==> src/rtl/mem_pkg.sv <==
// Shared types and helpers for the MEM-stage load/store unit.
// Holds the memory-op encoding, the FSM states and the address-error bit positions.
package mem_pkg;

    localparam int MEMOP_W  = 4;
    localparam int EXC_ADEL = 4;
    localparam int EXC_ADES = 5;

    typedef enum logic [MEMOP_W-1:0] {
        MEM_NONE = 4'd0,
        MEM_LB   = 4'd1,
        MEM_LBU  = 4'd2,
        MEM_LH   = 4'd3,
        MEM_LHU  = 4'd4,
        MEM_LW   = 4'd5,
        MEM_SB   = 4'd6,
        MEM_SH   = 4'd7,
        MEM_SW   = 4'd8
    } mem_op_t;

    typedef enum logic [1:0] {
        ST_IDLE  = 2'd0,
        ST_BUSY  = 2'd1,
        ST_DONE  = 2'd2,
        ST_DRAIN = 2'd3
    } mem_state_t;

    function automatic logic op_is_load(input logic [MEMOP_W-1:0] op);
        case (op)
            MEM_LB, MEM_LBU, MEM_LH, MEM_LHU, MEM_LW: op_is_load = 1'b1;
            default:                                  op_is_load = 1'b0;
        endcase
    endfunction

    function automatic logic op_is_store(input logic [MEMOP_W-1:0] op);
        case (op)
            MEM_SB, MEM_SH, MEM_SW: op_is_store = 1'b1;
            default:                op_is_store = 1'b0;
        endcase
    endfunction

    // Halfword ops need addr[0]==0, word ops need addr[1:0]==0.
    function automatic logic op_misaligned(input logic [MEMOP_W-1:0] op, input logic [1:0] a);
        case (op)
            MEM_LH, MEM_LHU, MEM_SH: op_misaligned = a[0];
            MEM_LW, MEM_SW:          op_misaligned = (a != 2'b00);
            default:                 op_misaligned = 1'b0;
        endcase
    endfunction

endpackage

==> src/rtl/mem_align.sv <==
// Byte-lane steering for stores and little-endian extract/extension for loads.
// Purely combinational; the caller registers whatever it needs.
module mem_align
    import mem_pkg::*;
(
    input  logic [MEMOP_W-1:0] op,
    input  logic [1:0]         addr_lo,
    input  logic [31:0]        sdata,
    input  logic [31:0]        rdata,
    output logic [3:0]         be,
    output logic [31:0]        wdata,
    output logic [31:0]        ldata
);

    logic [7:0]  byte_s;
    logic [15:0] half_s;

    // Store byte enables and lane-replicated write data.
    always_comb begin
        be    = 4'b1111;
        wdata = sdata;
        case (op)
            MEM_SB: begin
                be    = 4'b0001 << addr_lo;
                wdata = {4{sdata[7:0]}};
            end
            MEM_SH: begin
                be    = addr_lo[1] ? 4'b1100 : 4'b0011;
                wdata = {2{sdata[15:0]}};
            end
            default: begin
                be    = 4'b1111;
                wdata = sdata;
            end
        endcase
    end

    // Byte/half lane selection from the returned word.
    always_comb begin
        case (addr_lo)
            2'd0:    byte_s = rdata[7:0];
            2'd1:    byte_s = rdata[15:8];
            2'd2:    byte_s = rdata[23:16];
            2'd3:    byte_s = rdata[31:24];
            default: byte_s = rdata[7:0];
        endcase
        if (addr_lo[1]) begin
            half_s = rdata[31:16];
        end else begin
            half_s = rdata[15:0];
        end
    end

    // Sign or zero extension of the selected lane.
    always_comb begin
        case (op)
            MEM_LB:  ldata = {{24{byte_s[7]}}, byte_s};
            MEM_LBU: ldata = {24'd0, byte_s};
            MEM_LH:  ldata = {{16{half_s[15]}}, half_s};
            MEM_LHU: ldata = {16'd0, half_s};
            default: ldata = rdata;
        endcase
    end

endmodule

==> src/rtl/mem_access.sv <==
// MEM-stage load/store unit: one req/ack bus access per memory op, stalling the pipeline
// until load data is captured; non-memory ops and faulting ops pass straight through.
module mem_access
    import mem_pkg::*;
#(
    parameter int ADDR_W = 32,
    parameter int DATA_W = 32
) (
    input  logic               clk,
    input  logic               rst,
    input  logic               flush,
    input  logic               advance,
    input  logic [MEMOP_W-1:0] ex_memop,
    input  logic [ADDR_W-1:0]  ex_addr,
    input  logic [31:0]        ex_sdata,
    input  logic [4:0]         ex_wd,
    input  logic               ex_wreg,
    input  logic [31:0]        ex_wdata,
    input  logic [31:0]        ex_except_type,
    output logic [4:0]         mem_wd,
    output logic               mem_wreg,
    output logic [31:0]        mem_wdata,
    output logic [31:0]        mem_except_type,
    output logic [31:0]        mem_mem_addr,
    output logic               stall_req,
    output logic               dbus_req,
    output logic               dbus_we,
    output logic [3:0]         dbus_be,
    output logic [ADDR_W-1:0]  dbus_addr,
    output logic [DATA_W-1:0]  dbus_wdata,
    input  logic [DATA_W-1:0]  dbus_rdata,
    input  logic               dbus_ack
);

    mem_state_t  state_r;
    mem_state_t  state_nxt_s;
    logic [31:0] result_r;

    logic        is_load_s;
    logic        is_store_s;
    logic        is_mem_s;
    logic        misalign_s;
    logic        access_ok_s;
    logic        issue_s;
    logic [31:0] exc_bits_s;
    logic [3:0]  be_s;
    logic [31:0] wdata_s;
    logic [31:0] ldata_s;

    assign is_load_s   = op_is_load(ex_memop);
    assign is_store_s  = op_is_store(ex_memop);
    assign is_mem_s    = is_load_s | is_store_s;
    assign misalign_s  = op_misaligned(ex_memop, ex_addr[1:0]);
    assign access_ok_s = is_mem_s & ~misalign_s & (ex_except_type == 32'd0);
    assign issue_s     = (state_r == ST_IDLE) & access_ok_s & ~flush;

    mem_align u_align (
        .op      (ex_memop),
        .addr_lo (ex_addr[1:0]),
        .sdata   (ex_sdata),
        .rdata   (dbus_rdata),
        .be      (be_s),
        .wdata   (wdata_s),
        .ldata   (ldata_s)
    );

    // State register.
    always_ff @(posedge clk or negedge rst) begin
        if (!rst) begin
            state_r <= ST_IDLE;
        end else begin
            state_r <= state_nxt_s;
        end
    end

    // Next-state logic; an ack coinciding with flush drops the data.
    always_comb begin
        state_nxt_s = state_r;
        case (state_r)
            ST_IDLE: begin
                if (access_ok_s && !flush) begin
                    state_nxt_s = ST_BUSY;
                end else begin
                    state_nxt_s = ST_IDLE;
                end
            end
            ST_BUSY: begin
                if (dbus_ack) begin
                    state_nxt_s = flush ? ST_IDLE : ST_DONE;
                end else if (flush) begin
                    state_nxt_s = ST_DRAIN;
                end else begin
                    state_nxt_s = ST_BUSY;
                end
            end
            ST_DONE: begin
                if (advance || flush) begin
                    state_nxt_s = ST_IDLE;
                end else begin
                    state_nxt_s = ST_DONE;
                end
            end
            ST_DRAIN: begin
                if (dbus_ack) begin
                    state_nxt_s = ST_IDLE;
                end else begin
                    state_nxt_s = ST_DRAIN;
                end
            end
            default: state_nxt_s = ST_IDLE;
        endcase
    end

    // Bus request registers: loaded on issue, held until the ack of that access.
    always_ff @(posedge clk or negedge rst) begin
        if (!rst) begin
            dbus_req   <= 1'b0;
            dbus_we    <= 1'b0;
            dbus_be    <= 4'd0;
            dbus_addr  <= '0;
            dbus_wdata <= '0;
        end else if (issue_s) begin
            dbus_req   <= 1'b1;
            dbus_we    <= is_store_s;
            dbus_be    <= be_s;
            dbus_addr  <= {ex_addr[ADDR_W-1:2], 2'b00};
            dbus_wdata <= wdata_s;
        end else if (((state_r == ST_BUSY) || (state_r == ST_DRAIN)) && dbus_ack) begin
            dbus_req   <= 1'b0;
        end
    end

    // Load result capture; only a non-flushed ack in BUSY is kept.
    always_ff @(posedge clk or negedge rst) begin
        if (!rst) begin
            result_r <= 32'd0;
        end else if ((state_r == ST_BUSY) && dbus_ack && !flush) begin
            result_r <= ldata_s;
        end
    end

    // Address-error bits merged into the exception word.
    always_comb begin
        exc_bits_s = 32'd0;
        if (misalign_s && is_load_s) begin
            exc_bits_s[EXC_ADEL] = 1'b1;
        end else if (misalign_s && is_store_s) begin
            exc_bits_s[EXC_ADES] = 1'b1;
        end else begin
            exc_bits_s = 32'd0;
        end
    end

    assign mem_wd          = ex_wd;
    assign mem_mem_addr    = 32'(ex_addr);
    assign mem_except_type = ex_except_type | exc_bits_s;

    // Pipeline-facing outputs.
    always_comb begin
        stall_req = 1'b0;
        mem_wreg  = ex_wreg & ~misalign_s;
        if (is_load_s && access_ok_s) begin
            mem_wdata = result_r;
        end else begin
            mem_wdata = ex_wdata;
        end
        case (state_r)
            ST_IDLE:  stall_req = access_ok_s & ~flush;
            ST_BUSY:  stall_req = 1'b1;
            ST_DONE:  stall_req = 1'b0;
            ST_DRAIN: stall_req = is_mem_s;
            default:  stall_req = 1'b0;
        endcase
    end

endmodule

==> config.mk <==
export PLATFORM = sky130hd
export DESIGN_NAME = mem_access
export DESIGN_NICKNAME = d
export VERILOG_FILES = /design/src/rtl/mem_pkg.sv /design/src/rtl/mem_align.sv /design/src/rtl/mem_access.sv
export SDC_FILE = /design/constraint.sdc
export NUM_CORES = 1
export LEC_CHECK = 0
export BUFFER_PORTS_ARGS = -buffer_cell sky130_fd_sc_hd__buf_2
export CAP_MARGIN = 20
export CORE_AREA = 2 2 136 138
export CTS_CLUSTER_DIAMETER = 30
export CTS_CLUSTER_SIZE = 30
export DETAILED_ROUTE_END_ITERATION = 6
export DIE_AREA = 0 0 138 140
export PLACE_DENSITY = 0.63
export REMOVE_ABC_BUFFERS = 1
export SYNTH_ARGS = -nofsm -noshare
export SYNTH_HDL_FRONTEND = slang
export SYNTH_SLANG_ARGS = --single-unit
export TNS_END_PERCENT = 50
==> constraint.sdc <==
create_clock -name clk -period 1.65 [get_ports clk]
set_input_delay 0 -clock clk [delete_from_list [all_inputs] [get_ports clk]]
set_output_delay 0 -clock clk [all_outputs]
set_load 0.005 [all_outputs]
[Word level (Yosys, flattened, before mapping)]
Index checks and enable logic that the tools add are counted.
Storage, ports and cells
  output and inout port bits: 173
  logic and storage cells: 74
  bits in registers: 102
  input port bits: 175
Operators by class
  shift operators: 1
  muxes and demuxes: 23
  bitwise gates (word level): 10
  equality and inequality tests: 14
  reduce and logical (&&, ||, !) cells: 19
Operators with widths (number)
  $pmux 32 s4: 1
  $pmux 32 s2: 1
  $logic_not 32->1: 1
  $mux 32: 1
  $or 32x32->32: 1
  $pmux 8 s4: 1
  $eq 4x3->1 const B: 4
  $mux 16: 1
  $mux 2: 5
  $eq 2x2->1 const B: 4
  $eq 4x2->1 const B: 2
  $mux 1: 8
  $pmux 2 s4: 1
  $pmux 4 s2: 1
  $logic_and 1x1->1: 7
  $and 1x1->1: 6
  $reduce_or 3->1: 2
  $reduce_or 5->1: 1
  $eq 2x1->1 const B: 2
  $eq 4x1->1 const B: 1
  $eq 4x4->1 const B: 1
  $logic_not 2->1: 2
  $mux 4: 1
  $pmux 1 s4: 1
  8 further kinds: 11

[Longest topological paths before layout]
Gate-level depths: netlist of run 1.
  depth after elaboration: 9
  gate-level depth with buffers: 7
  depth with buffers taken out: 5

[Modules after synthesis]
A second synthesis of run 1 with hierarchy kept.
Second synthesis, totals
  cells, all modules: 547
  area total of the unflattened synthesis: 6535.0 sq um
By module, submodules not included
  mem_access: sequential area each 2552.4 sq um, times used 1, area each 5159.9 sq um, cells each 361
  mem_align: sequential area each 0.0 sq um, times used 1, area each 1375.1 sq um, cells each 186

[Least setup slack after synthesis of run 1]
Ideal clock, no wire load.
  path kind: input to register
  from: input port ex_addr[1]
  to: register dbus_addr[27]
  path slack: 49 ps
  setup time: 127 ps
  required time: 1523 ps
  path buffers: 2
  data arrival time: 1473 ps
  stages on the path: 6
  cell sequence: buf_2 -> o211a_1 -> a311oi_4 -> nand4_4 -> buf_6 -> mux2_1
On the way
  word-level cells in the longest chain between the ends: 7
Ends and longest elaborated chain
  start: declaration: RTL line mem_access.sv:14  | input logic [ADDR_W-1:0] ex_addr,
  $reduce_bool 2->1: RTL line mem_pkg.sv:46  | MEM_LW, MEM_SW: op_misaligned = (a != 2'b00);
  $pmux 1 s2: RTL line mem_pkg.sv:44  | case (op)
  $not 1->1: RTL line mem_access.sv:54  | assign access_ok_s = is_mem_s & ~misalign_s & (ex_except_type == 32'd0);
  $and 1x1->1 (2 in a row): RTL line mem_access.sv:54
  $and 1x1->1 (2 in a row): RTL line mem_access.sv:55  | assign issue_s = (state_r == ST_IDLE) & access_ok_s & ~flush;
  end signal: assignment: RTL line mem_access.sv:126  | dbus_addr <= {ex_addr[ADDR_W-1:2], 2'b00};
  end: declaration: RTL line mem_access.sv:29  | output logic [ADDR_W-1:0] dbus_addr,
No other way between the ends.
A chain may end at the register's enable or synchronous reset.

[Worst setup path after layout of run 1]
  from: input port ex_memop[1]
  to: output port mem_wdata[6]
On the way
  word-level cells in the longest chain between the ends: 8
  elaborated cells on any way between the ends: 21
  classes of those cells: eq/ne: 8; mux: 4; bitwise: 4; reduce/logical: 5
Ends and longest elaborated chain
  start: declaration: RTL line mem_access.sv:13  | input logic [MEMOP_W-1:0] ex_memop,
  $eq 4x3->1, or another cell as far along: RTL line mem_pkg.sv:29, mem_pkg.sv:44
  $reduce_or 5->1, or another cell as far along: RTL line mem_pkg.sv:29  | case (op)
  $mux 1, or another cell as far along: RTL line mem_pkg.sv:29
  $or 1x1->1 / $not 1->1 (equally long branches): RTL line mem_access.sv:52, mem_access.sv:54
  $and 1x1->1 (2 in a row): RTL line mem_access.sv:54
  $logic_and 1x1->1 (*): RTL line mem_access.sv:162  | if (is_load_s && access_ok_s) begin
  $mux 32 (*): RTL line mem_access.sv:162
  end: declaration: RTL line mem_access.sv:22  | output logic [31:0] mem_wdata,
Mark *: on every way between the ends. The rest lies on a longest branch, timed or not.

==> out/results.ini, run 1 <==
[power]
ir_drop_mv=0.547
leakagePower_uw=0.00516
pwr_density_cell_nw_per_um2=620

[floorplanning]
start_util_pct=33.0
io_pins=348
fp.dieW_microns=138
fp.coreArea_sq_um=17800
fp.dieH_microns=140
floorplan.rows=49
design.die.area_sq_um=19300

[layout]
drive_gt1_share_pct=52.2
final_cell_mix=buf_2, dfrtp_1, dlygate4sd3_1
antenna_cells=0
fillers=1580
fin_area_sq_um=9320
syn2layout_area_growth_pct=58.6
final_common_cell=buf_2
seq_area_sq_um=2550
multi_input_comb_area_sq_um=2820
final_nets=1137

[detailed_routing]
num_vias=5772
routedWlPerCell_microns=17.4
routed-wl-met2_mm=10.2
drc=0
ant_nets=0
routed.top_layer=met4
drtPass1Iterations=4
routed_wirelength_mm=20.8
wl_met3_mm=1.53
via_per_inst=4.83
drt_iter0_drc=251
met1Wirelength_mm=8.51

[clock_network]
clock-sinks=102
cts_buffer_depth=2
cts_root_buf=clkbuf_16
tritoncts=built
cts_buffers=9
htreeDepth=3
clk_latency_ns=0.35

[worst_setup_path]
crit_fanout=8
required_ns=1.65
crit_chain=buf_8 -> buf_6 -> nand2_4 -> o31ai_4 -> a311oi_4 -> buf_4 -> nand3_4 -> buf_12 -> mux2_1 -> buf_2
max_stage_delay_ns=0.31
endpoint_kind=output port
r2r_slack_ns=0.05
cp-startpoint=ex_memop[1]
cp-start-kind=input pin
crit_arrival_ns=1.67
r2r_cells=6
critPathSlowestCell=a311oi_4
cp-endpoint=mem_wdata[6]
rr_endpoint=dbus_wdata[23]
worstSetupPathType=input pin to output port
r2r-start=state_r[1]

[synthesis]
yosys_warnings=0
synthXorXnorAreaFrac_pct=0.447
synth-simple-area-share_pct=11.2
post_synth_num_cell_types=40
synth_top_family_by_area=multiplexers
synth_seq_cells=102
synth.top_cell.area_share_pct=43.5
synthMuxAreaShare_pct=25.1
synthArstFlopShare_pct=100
synth-compound-area-share_pct=7.48
syn_area_per_cell_sq_um=10.5
syn_inst=559
synth-edff-count=0
synth-adder-area-share_pct=0
ys_top_cells_by_area=dfrtp_1, mux2_1, buf_4
ys_seq_area_share_pct=43.5
synth_area_sq_um=5870
synth_top_flop_cell=dfrtp_1
yosysTopAreaCell=dfrtp_1

[timing]
hold_ws_ns=0.0000393
setup_viol=6
setup_ws_ns=-0.0189
max_freq_ghz=0.599
period_share_pct=101
finalHoldViolCount=0
layout_min_cycle_time_ns=1.67
maxSlewViolCount=0
rsz0062_at_grt=true
fin_skew_ns=0.00993

[global_route]
overflow=0
antenna_found_initial=0
grt_use_total_pct=20.1
grt_max_degree=55
grt_pass1_wl_mm=31.2
grt_pass1_vias=5833

[min_path]
whs_path_depth=0
hold_path_class=input pin to output port

[placed_design]
portBuffers=335
placed_area_sq_um=7630
dpl.hpwl_mm=14.0
gp_congestion=0.846

[status]
violations=setup timing
outcome=complete, but fails checks

[flow_run]
cap_violations=0

==> cell families (layout without fill, tap and decap cells) <==
group           count (synthesis)  in the layout
simple gates                  153            153
mux                           124            124
buf+inv                       106            513
flops                         102            102
compound gates                 70             70
xor+xnor                        3              3
other cells                     1              2
==> metal layers <==
metal | vias up | global-route usage [%]
met3 | 33 | 4.17
met5 | - | 0
met2 | 289 | 34.3
li1 | 2690 | -
met1 | 2760 | 25.0
met4 | 0 | 7.79
==> worst max-delay path: cells and delay by family <==
kind | cells | cell delay (ns)
compound gates | 2 | 0.39
mux | 1 | 0.31
buf+inv | 5 | 0.74
simple gates | 2 | 0.22
==> final cells by class <==
| type | count | share of cell area (%) |
|---|---|---|
| Timing Repair Buffer | 488 | 35.7 |
| Inverter | 9 | 0.363 |
| Tap cell | 229 | 3.08 |
| Multi-Input combinational cell | 352 | 30.2 |
| Sequential cell | 102 | 27.4 |
| Clock inverter | 6 | 0.806 |
| Clock buffer | 10 | 2.46 |
==> cell usage after synthesis (all sizes together) (2+ instances only) <==
master	instances
mux2	104
dfrtp	102
buf	87
nand2	81
nor2	45
a21oi	31
o21ai	13
mux2i	12
clkbuf	10
inv	9
a221oi	8
a31oi	8
mux4	8
nor4	8
nor3	5
nand2b	3
nand3	3
nand4	3
xnor2	3
o31ai	2
==> worst min path at each step <==
stage	slack, ns	end	start
final	0.00004	mem_wd[1]	ex_wd[1]
after global routing	0.00004	mem_wd[0]	ex_wd[0]
after CTS	0.00005	mem_wd[0]	ex_wd[0]
after floorplan	-0.30	dbus_addr[10]	rst
after detailed placement	-0.15	result_r[5]	rst
after global placement	-0.15	result_r[5]	rst
==> registers in the layout (all words and copies together) (netlist names) <==
name,cells
dbus_wdata,32
dbus_be,4
state_r,2
dbus_req,1
result_r,32
dbus_we,1
dbus_addr,30
==> stage by stage <==
step	utilization (%)	power, uW	setup TNS, ns	setup slack (ns)	instances
4_1_cts	50.5	5800	0	0.00396	1189
5_1_grt	52.4	6050	-1.45	-0.0705	1196
2_1_floorplan	-	2780	-61.90	-0.796	463
6_report	52.4	5770	-0.0594	-0.0189	1196
3_3_place_gp	42.9	3390	-8.40	-0.130	1076
3_5_place_dp	42.9	3400	-8.18	-0.157	1076
==> repair_timing <==
item,in CTS,in global routing
endpoints found under the hold margin,193,0
setup buffers,4,2
hold buffers,91,0
pin swaps,5,11
setup endpoints to repair,33,71
resized for setup,10,52
gates cloned,2,5
==> report_power, final <==
part	internal, uW	leakage [uW]	switching, uW
registers	2500	0.00141	0.00000509
clock network	1200	0.000146	999
logic	589	0.00361	484
total	4290	0.00516	1480
No activity file was read; power rests on OpenSTA's default activity.
==> run 2, diff against run 1 <==
--- a/config.mk
+++ b/config.mk
@@ -12,6 +12,7 @@
 export CTS_CLUSTER_SIZE = 30
 export DETAILED_ROUTE_END_ITERATION = 6
 export DIE_AREA = 0 0 138 140
+export HOLD_SLACK_MARGIN = 0.05
 export PLACE_DENSITY = 0.63
 export REMOVE_ABC_BUFFERS = 1
 export SYNTH_ARGS = -nofsm -noshare
==> out/results.ini, run 2 (same netlist as run 1, synthesis figures left out) <==
[layout]
stdcell_count=1211  ; was 1,196
fillers=1511  ; was 1,580
syn2layout_area_growth_pct=63.6  ; was 58.6%
drive_gt1_share_pct=53.3  ; was 52.2%
final_cell_mix=buf_2, dlygate4sd3_1, dfrtp_1  ; was buf_2, dfrtp_1, dlygate4sd3_1
fin_area_sq_um=9610  ; was 9320 sq um
antenna_cells=0  ; unchanged
seq_area_sq_um=2550  ; unchanged
reg_top3=dbus_wdata (32), result_r (32), dbus_addr (30)  ; unchanged
final_common_cell=buf_2  ; unchanged
multi_input_comb_area_sq_um=2880  ; was 2820 sq um
final_nets=1152  ; was 1,137

[timing]
rsz0062_at_grt=true  ; unchanged
maxSlewViolCount=0  ; unchanged
setup_ws_ns=-0.0360  ; was -0.0189 ns
fin_setup_tns_ns=-0.156  ; was -0.0594 ns
max_freq_ghz=0.593  ; was 0.599 GHz
hold_ws_ns=0.132  ; was 0.0000393 ns
layout_min_cycle_time_ns=1.69  ; was 1.67 ns
finalHoldViolCount=0  ; unchanged
fin_skew_ns=0.00956  ; was 0.00993 ns
setup_viol=10  ; was 6
period_share_pct=102  ; was 101%

[global_route]
grt_use_total_pct=20.3  ; was 20.1%
antenna_found_initial=0  ; unchanged
grt_pass1_vias=5887  ; was 5,833
grt_max_degree=55  ; unchanged
grt_pass1_wl_mm=31.5  ; was 31.2 mm
overflow=0  ; unchanged

[placed_design]
dpl.hpwl_mm=14.0  ; unchanged
placed_cells=1076  ; unchanged
gp_congestion=0.846  ; unchanged
pre_cts_ws_ns=-0.157  ; unchanged
portBuffers=335  ; unchanged
placed_area_sq_um=7630  ; unchanged

[worst_setup_path]
worstSetupPathType=input pin to output port  ; unchanged
crit_arrival_ns=1.69  ; was 1.67 ns
crit_fanout=8  ; unchanged
max_stage_delay_ns=0.32  ; was 0.31 ns
r2r_cells=6  ; unchanged
critPathSlowestCell=a311oi_4  ; unchanged
crit_chain=buf_12 -> buf_8 -> nand2_4 -> o31ai_4 -> a311oi_4 -> buf_4 -> nand3_4 -> buf_12 -> mux2_2 -> buf_2  ; was buf_8 -> buf_6 -> nand2_4 -> o31ai_4 -> a311oi_4 -> buf_4 -> nand3_4 -> buf_12 -> mux2_1 -> buf_2
required_ns=1.65  ; about the same
cp-start-kind=input pin  ; unchanged
cpMostUsedCell=buf_12
endpoint_kind=output port  ; unchanged

[clock_network]
path_clk_slew_ns=0.07
tritoncts=built  ; unchanged
clk_latency_ns=0.35  ; about the same
clock-sinks=102  ; unchanged
cts_root_buf=clkbuf_16  ; unchanged
cts_buffer_depth=2  ; unchanged
htreeDepth=3  ; unchanged
cts_buffers=9  ; unchanged

[floorplanning]
fp.dieW_microns=138  ; unchanged
fp.coreArea_sq_um=17800  ; unchanged
io_pins=348  ; unchanged
fp.dieH_microns=140  ; unchanged
floorplan.rows=49  ; unchanged
design.die.area_sq_um=19300  ; unchanged
start_util_pct=33.0  ; unchanged

[flow_run]
cap_violations=0  ; unchanged

[power]
leakagePower_uw=0.00531  ; was 0.00516 uW
pwr_density_cell_nw_per_um2=607  ; was 620 nW/um^2
ir_drop_mv=0.544  ; was 0.547 mV

[detailed_routing]
routed_wirelength_mm=21.6  ; was 20.8 mm
ant_nets=0  ; unchanged
routedWlPerCell_microns=17.9  ; was 17.4 microns
drt_iter0_drc=311  ; was 251
drc=0  ; unchanged
num_vias=5905  ; was 5,772
via_per_inst=4.88  ; was 4.83
drtPass1Iterations=7  ; was 4

[status]
outcome=complete, but fails checks  ; unchanged
violations=setup timing  ; unchanged

[min_path]
whs_path_depth=3  ; was 0
hold_path_class=input pin to register  ; was input pin to output port

==> run 2: cell count changes in the layout (fill, tap and decap cells not counted), sizes merged <==
cell         before  now
clkbuf           13   14
dlygate4sd3      91  105
==> run 2: repair_timing <==
item,CTS,global route
setup buffers,4,2
pin swaps,5,12
endpoints found under the hold margin,203,0
resized for setup,10,82
cloned,2,6
hold buffers,105,0
setup endpoints to repair,33,91
==> run 2: final cells by class <==
class / count / area share (%)
inverters: 9 / 0.352
well taps: 229 / 2.98
clock inverters: 6 / 0.781
clock buffers: 10 / 2.38
multi-input cells: 352 / 30.0
repair buffers: 503 / 36.9
flip-flops and latches: 102 / 26.6
==> run 2: worst paths after layout <==
| check | end | slack, ns | startpoint |
|---|---|---|---|
| worst max-delay path | mem_wdata[4] | -0.04 | ex_memop[1] |
| worst min-delay path | result_r[15] | 0.13 | dbus_rdata[15] |
| worst max register to register | dbus_wdata[1] | 0 | state_r[1] |
| worst min register to register | dbus_req | 0.49 | dbus_req |
| max in group asynchronous | result_r[19] | 0.67 | rst |
| min in group asynchronous | result_r[2] | 0.20 | rst |
==> run 2: power breakdown <==
| part | internal (uW) | leakage [uW] | switching [uW] |
|---|---|---|---|
| logic | 626 | 0.00375 | 500 |
| clock network | 1200 | 0.000146 | 1010 |
| registers | 2500 | 0.00141 | 0.00000534 |
==> run 2: worst max-delay path: cells and delay by family <==
kind | cells | cell delay, ns
AOI/OAI and AO/OA | 2 | 0.40
buffers and inverters | 5 | 0.75
muxes | 1 | 0.31
and+or+nand+nor | 2 | 0.22
==> run 2: through the flow <==
step / util, % / power, uW
2_1_floorplan: - / 2780
3_3_place_gp: 42.9 / 3390
3_5_place_dp: 42.9 / 3400
4_1_cts: 51.3 / 5830
5_1_grt: 54.0 / 6100
6_report: 54.0 / 5830
==> run 2: layer usage <==
layer  GRT usage, %  wire length (microns)  share of wire [%]  vias up
met5              0                      0                  0        -
met4           8.00                    601                2.8        0
met3           4.27                   1480                6.8       37
met2           34.9                  10700                 49      271
met1           25.2                   8870                 41     2876
li1               -                      -                  -     2721
==> run 3, diff against run 2 <==
--- a/config.mk
+++ b/config.mk
@@ -14,6 +14,7 @@
 export DIE_AREA = 0 0 138 140
 export HOLD_SLACK_MARGIN = 0.05
 export PLACE_DENSITY = 0.63
+export RECOVER_POWER = 100
 export REMOVE_ABC_BUFFERS = 1
 export SYNTH_ARGS = -nofsm -noshare
 export SYNTH_HDL_FRONTEND = slang
==> out/results.ini, run 3 (same netlist as run 1, synthesis figures left out) <==
[status]
outcome=complete, but fails checks  ; unchanged
violations=setup timing  ; unchanged

[detailed_routing]
num_vias=5872  ; was 5,905
routedWlPerCell_microns=17.9  ; about the same
drt_iter0_drc=248  ; was 311
drtPass1Iterations=4  ; was 7
via_per_inst=4.85  ; was 4.88
drc=0  ; unchanged
routed_wirelength_mm=21.7  ; was 21.6 mm
ant_nets=0  ; unchanged

[clock_network]
clock-sinks=102  ; unchanged
cts_buffer_depth=2  ; unchanged
cts_buffers=9  ; unchanged
path_clk_slew_ns=0.07  ; about the same
clk_latency_ns=0.35  ; about the same
tritoncts=built  ; unchanged
cts_root_buf=clkbuf_16  ; unchanged
htreeDepth=3  ; unchanged

[layout]
multi_input_comb_area_sq_um=2870  ; was 2880 sq um
final_cell_mix=buf_2, dlygate4sd3_1, dfrtp_1  ; unchanged
fillers=1582  ; was 1,511
drive_gt1_share_pct=43.2  ; was 53.3%
final_nets=1152  ; unchanged
antenna_cells=0  ; unchanged
seq_area_sq_um=2550  ; unchanged
syn2layout_area_growth_pct=60.4  ; was 63.6%
reg_top3=dbus_wdata (32), result_r (32), dbus_addr (30)  ; unchanged
final_common_cell=buf_2  ; unchanged

[timing]
period_share_pct=102  ; about the same
max_freq_ghz=0.592  ; was 0.593 GHz
setup_viol=16  ; was 10
max_slew_margin_pct=29.1
rsz0062_at_grt=true  ; unchanged
setup_ws_ns=-0.0395  ; was -0.0360 ns
fin_skew_ns=0.00906  ; was 0.00956 ns
maxSlewViolCount=0  ; unchanged
layout_min_cycle_time_ns=1.69  ; about the same
finalHoldViolCount=0  ; unchanged
worstMarginPinSlew_ns=1.06
hold_ws_ns=0.131  ; was 0.132 ns

[worst_setup_path]
crit_arrival_ns=1.69  ; about the same
crit_fanout=8  ; unchanged
max_stage_delay_ns=0.31  ; was 0.32 ns
critPathSlowestCell=mux2_2  ; was a311oi_4
cp-start-kind=input pin  ; unchanged
crit_family=buffers and inverters  ; unchanged
endpoint_kind=output port  ; unchanged
cp_num_buf_inv=4  ; was 5
crit_chain=buf_2 -> o211a_1 -> a311oi_4 -> buf_4 -> nand3_4 -> buf_12 -> mux2_2 -> buf_2  ; was buf_12 -> buf_8 -> nand2_4 -> o31ai_4 -> a311oi_4 -> buf_4 -> nand3_4 -> buf_12 -> mux2_2 -> buf_2
worstSetupPathType=input pin to output port  ; unchanged
cpMostUsedCell=buf_2  ; was buf_12
r2r_slack_ns=0.01  ; was 0 ns
required_ns=1.65  ; about the same

[min_path]
hold_path_class=input pin to register  ; unchanged

[power]
total_power_uw=5800  ; was 5830 uW
ir_drop_mv=0.546  ; was 0.544 mV
leakagePower_uw=0.00495  ; was 0.00531 uW
pwr_density_cell_nw_per_um2=616  ; was 607 nW/um^2

[global_route]
overflow=0  ; unchanged
grt_pass1_vias=5887  ; unchanged
grt_pass1_wl_mm=31.5  ; unchanged
grt_use_total_pct=20.3  ; unchanged
grt_max_degree=55  ; unchanged
antenna_found_initial=0  ; unchanged

[floorplanning]
fp.dieH_microns=140  ; unchanged
fp.coreArea_sq_um=17800  ; unchanged
floorplan.rows=49  ; unchanged
io_pins=348  ; unchanged
start_util_pct=33.0  ; unchanged
design.die.area_sq_um=19300  ; unchanged
fp.dieW_microns=138  ; unchanged

[placed_design]
gp_congestion=0.846  ; unchanged
portBuffers=335  ; unchanged
dpl.hpwl_mm=14.0  ; unchanged

[flow_run]
cap_violations=0  ; unchanged

## run 3: where the power goes
| group | internal (uW) | leakage [uW] | total [uW] | switching (uW) |
|---|---|---|---|---|
| Combinational | 600 | 0.00339 | 1100 | 500 |
| Clock | 1200 | 0.000146 | 2200 | 1000 |
| Sequential | 2500 | 0.00141 | 2500 | 0.00000547 |
| Total | 4300 | 0.00495 | 5800 | 1500 |
## run 3: cell type report
type	count	area share, %
timing repair buffer	503	35.8
multi-input combinational	352	30.5
sequential	102	27.1
tap	229	3.04
clock buffer	10	2.43
clock inverter	6	0.797
inverter	9	0.359
## run 3: per-layer routing
metal / vias up / share of wire, % / GRT usage [%]
li1: 2713 / - / -
met1: 2846 / 41 / 25.2
met2: 277 / 49 / 34.9
met3: 36 / 6.7 / 4.27
met4: 0 / 2.8 / 8.00
met5: - / 0 / 0
## run 3: tightest hold or removal path: cells and delay by family
kind / cells / cell delay, ns
compound gates: 2 / 0.28
buf+inv: 1 / 0.15
## run 3: worst paths after layout
path | depth (start not counted) | end | start
worst min-delay path | 3 | result_r[15] | dbus_rdata[15]
min in group asynchronous | 3 | result_r[1] | rst
worst max-delay path | 8 | mem_wdata[4] | ex_addr[1]
worst max register to register | 6 | dbus_wdata[1] | state_r[1]
worst min register to register | 2 | dbus_req | dbus_req
max in group asynchronous | 3 | dbus_wdata[15] | rst
## run 3: stage by stage
step,setup WS [ns],area (sq um),cells,TNS (ns),utilization (%)
3_3_place_gp,-0.130,7630,1076,-8.40,42.9
3_5_place_dp,-0.157,7630,1076,-8.18,42.9
2_1_floorplan,-0.796,5190,463,-61.90,-
6_report,-0.0395,9420,1211,-0.209,53.0
5_1_grt,-0.0786,9420,1211,-3.54,53.0
4_1_cts,0.00396,9120,1203,0,51.3
## run 3: what timing repair did
item,CTS,global route
hold buffers,105,0
setup buffers,4,2
endpoints found under the hold margin,203,0
gates resized for setup,10,82
endpoints found under the setup margin,33,91
pin swaps,5,12
gates cloned,2,6
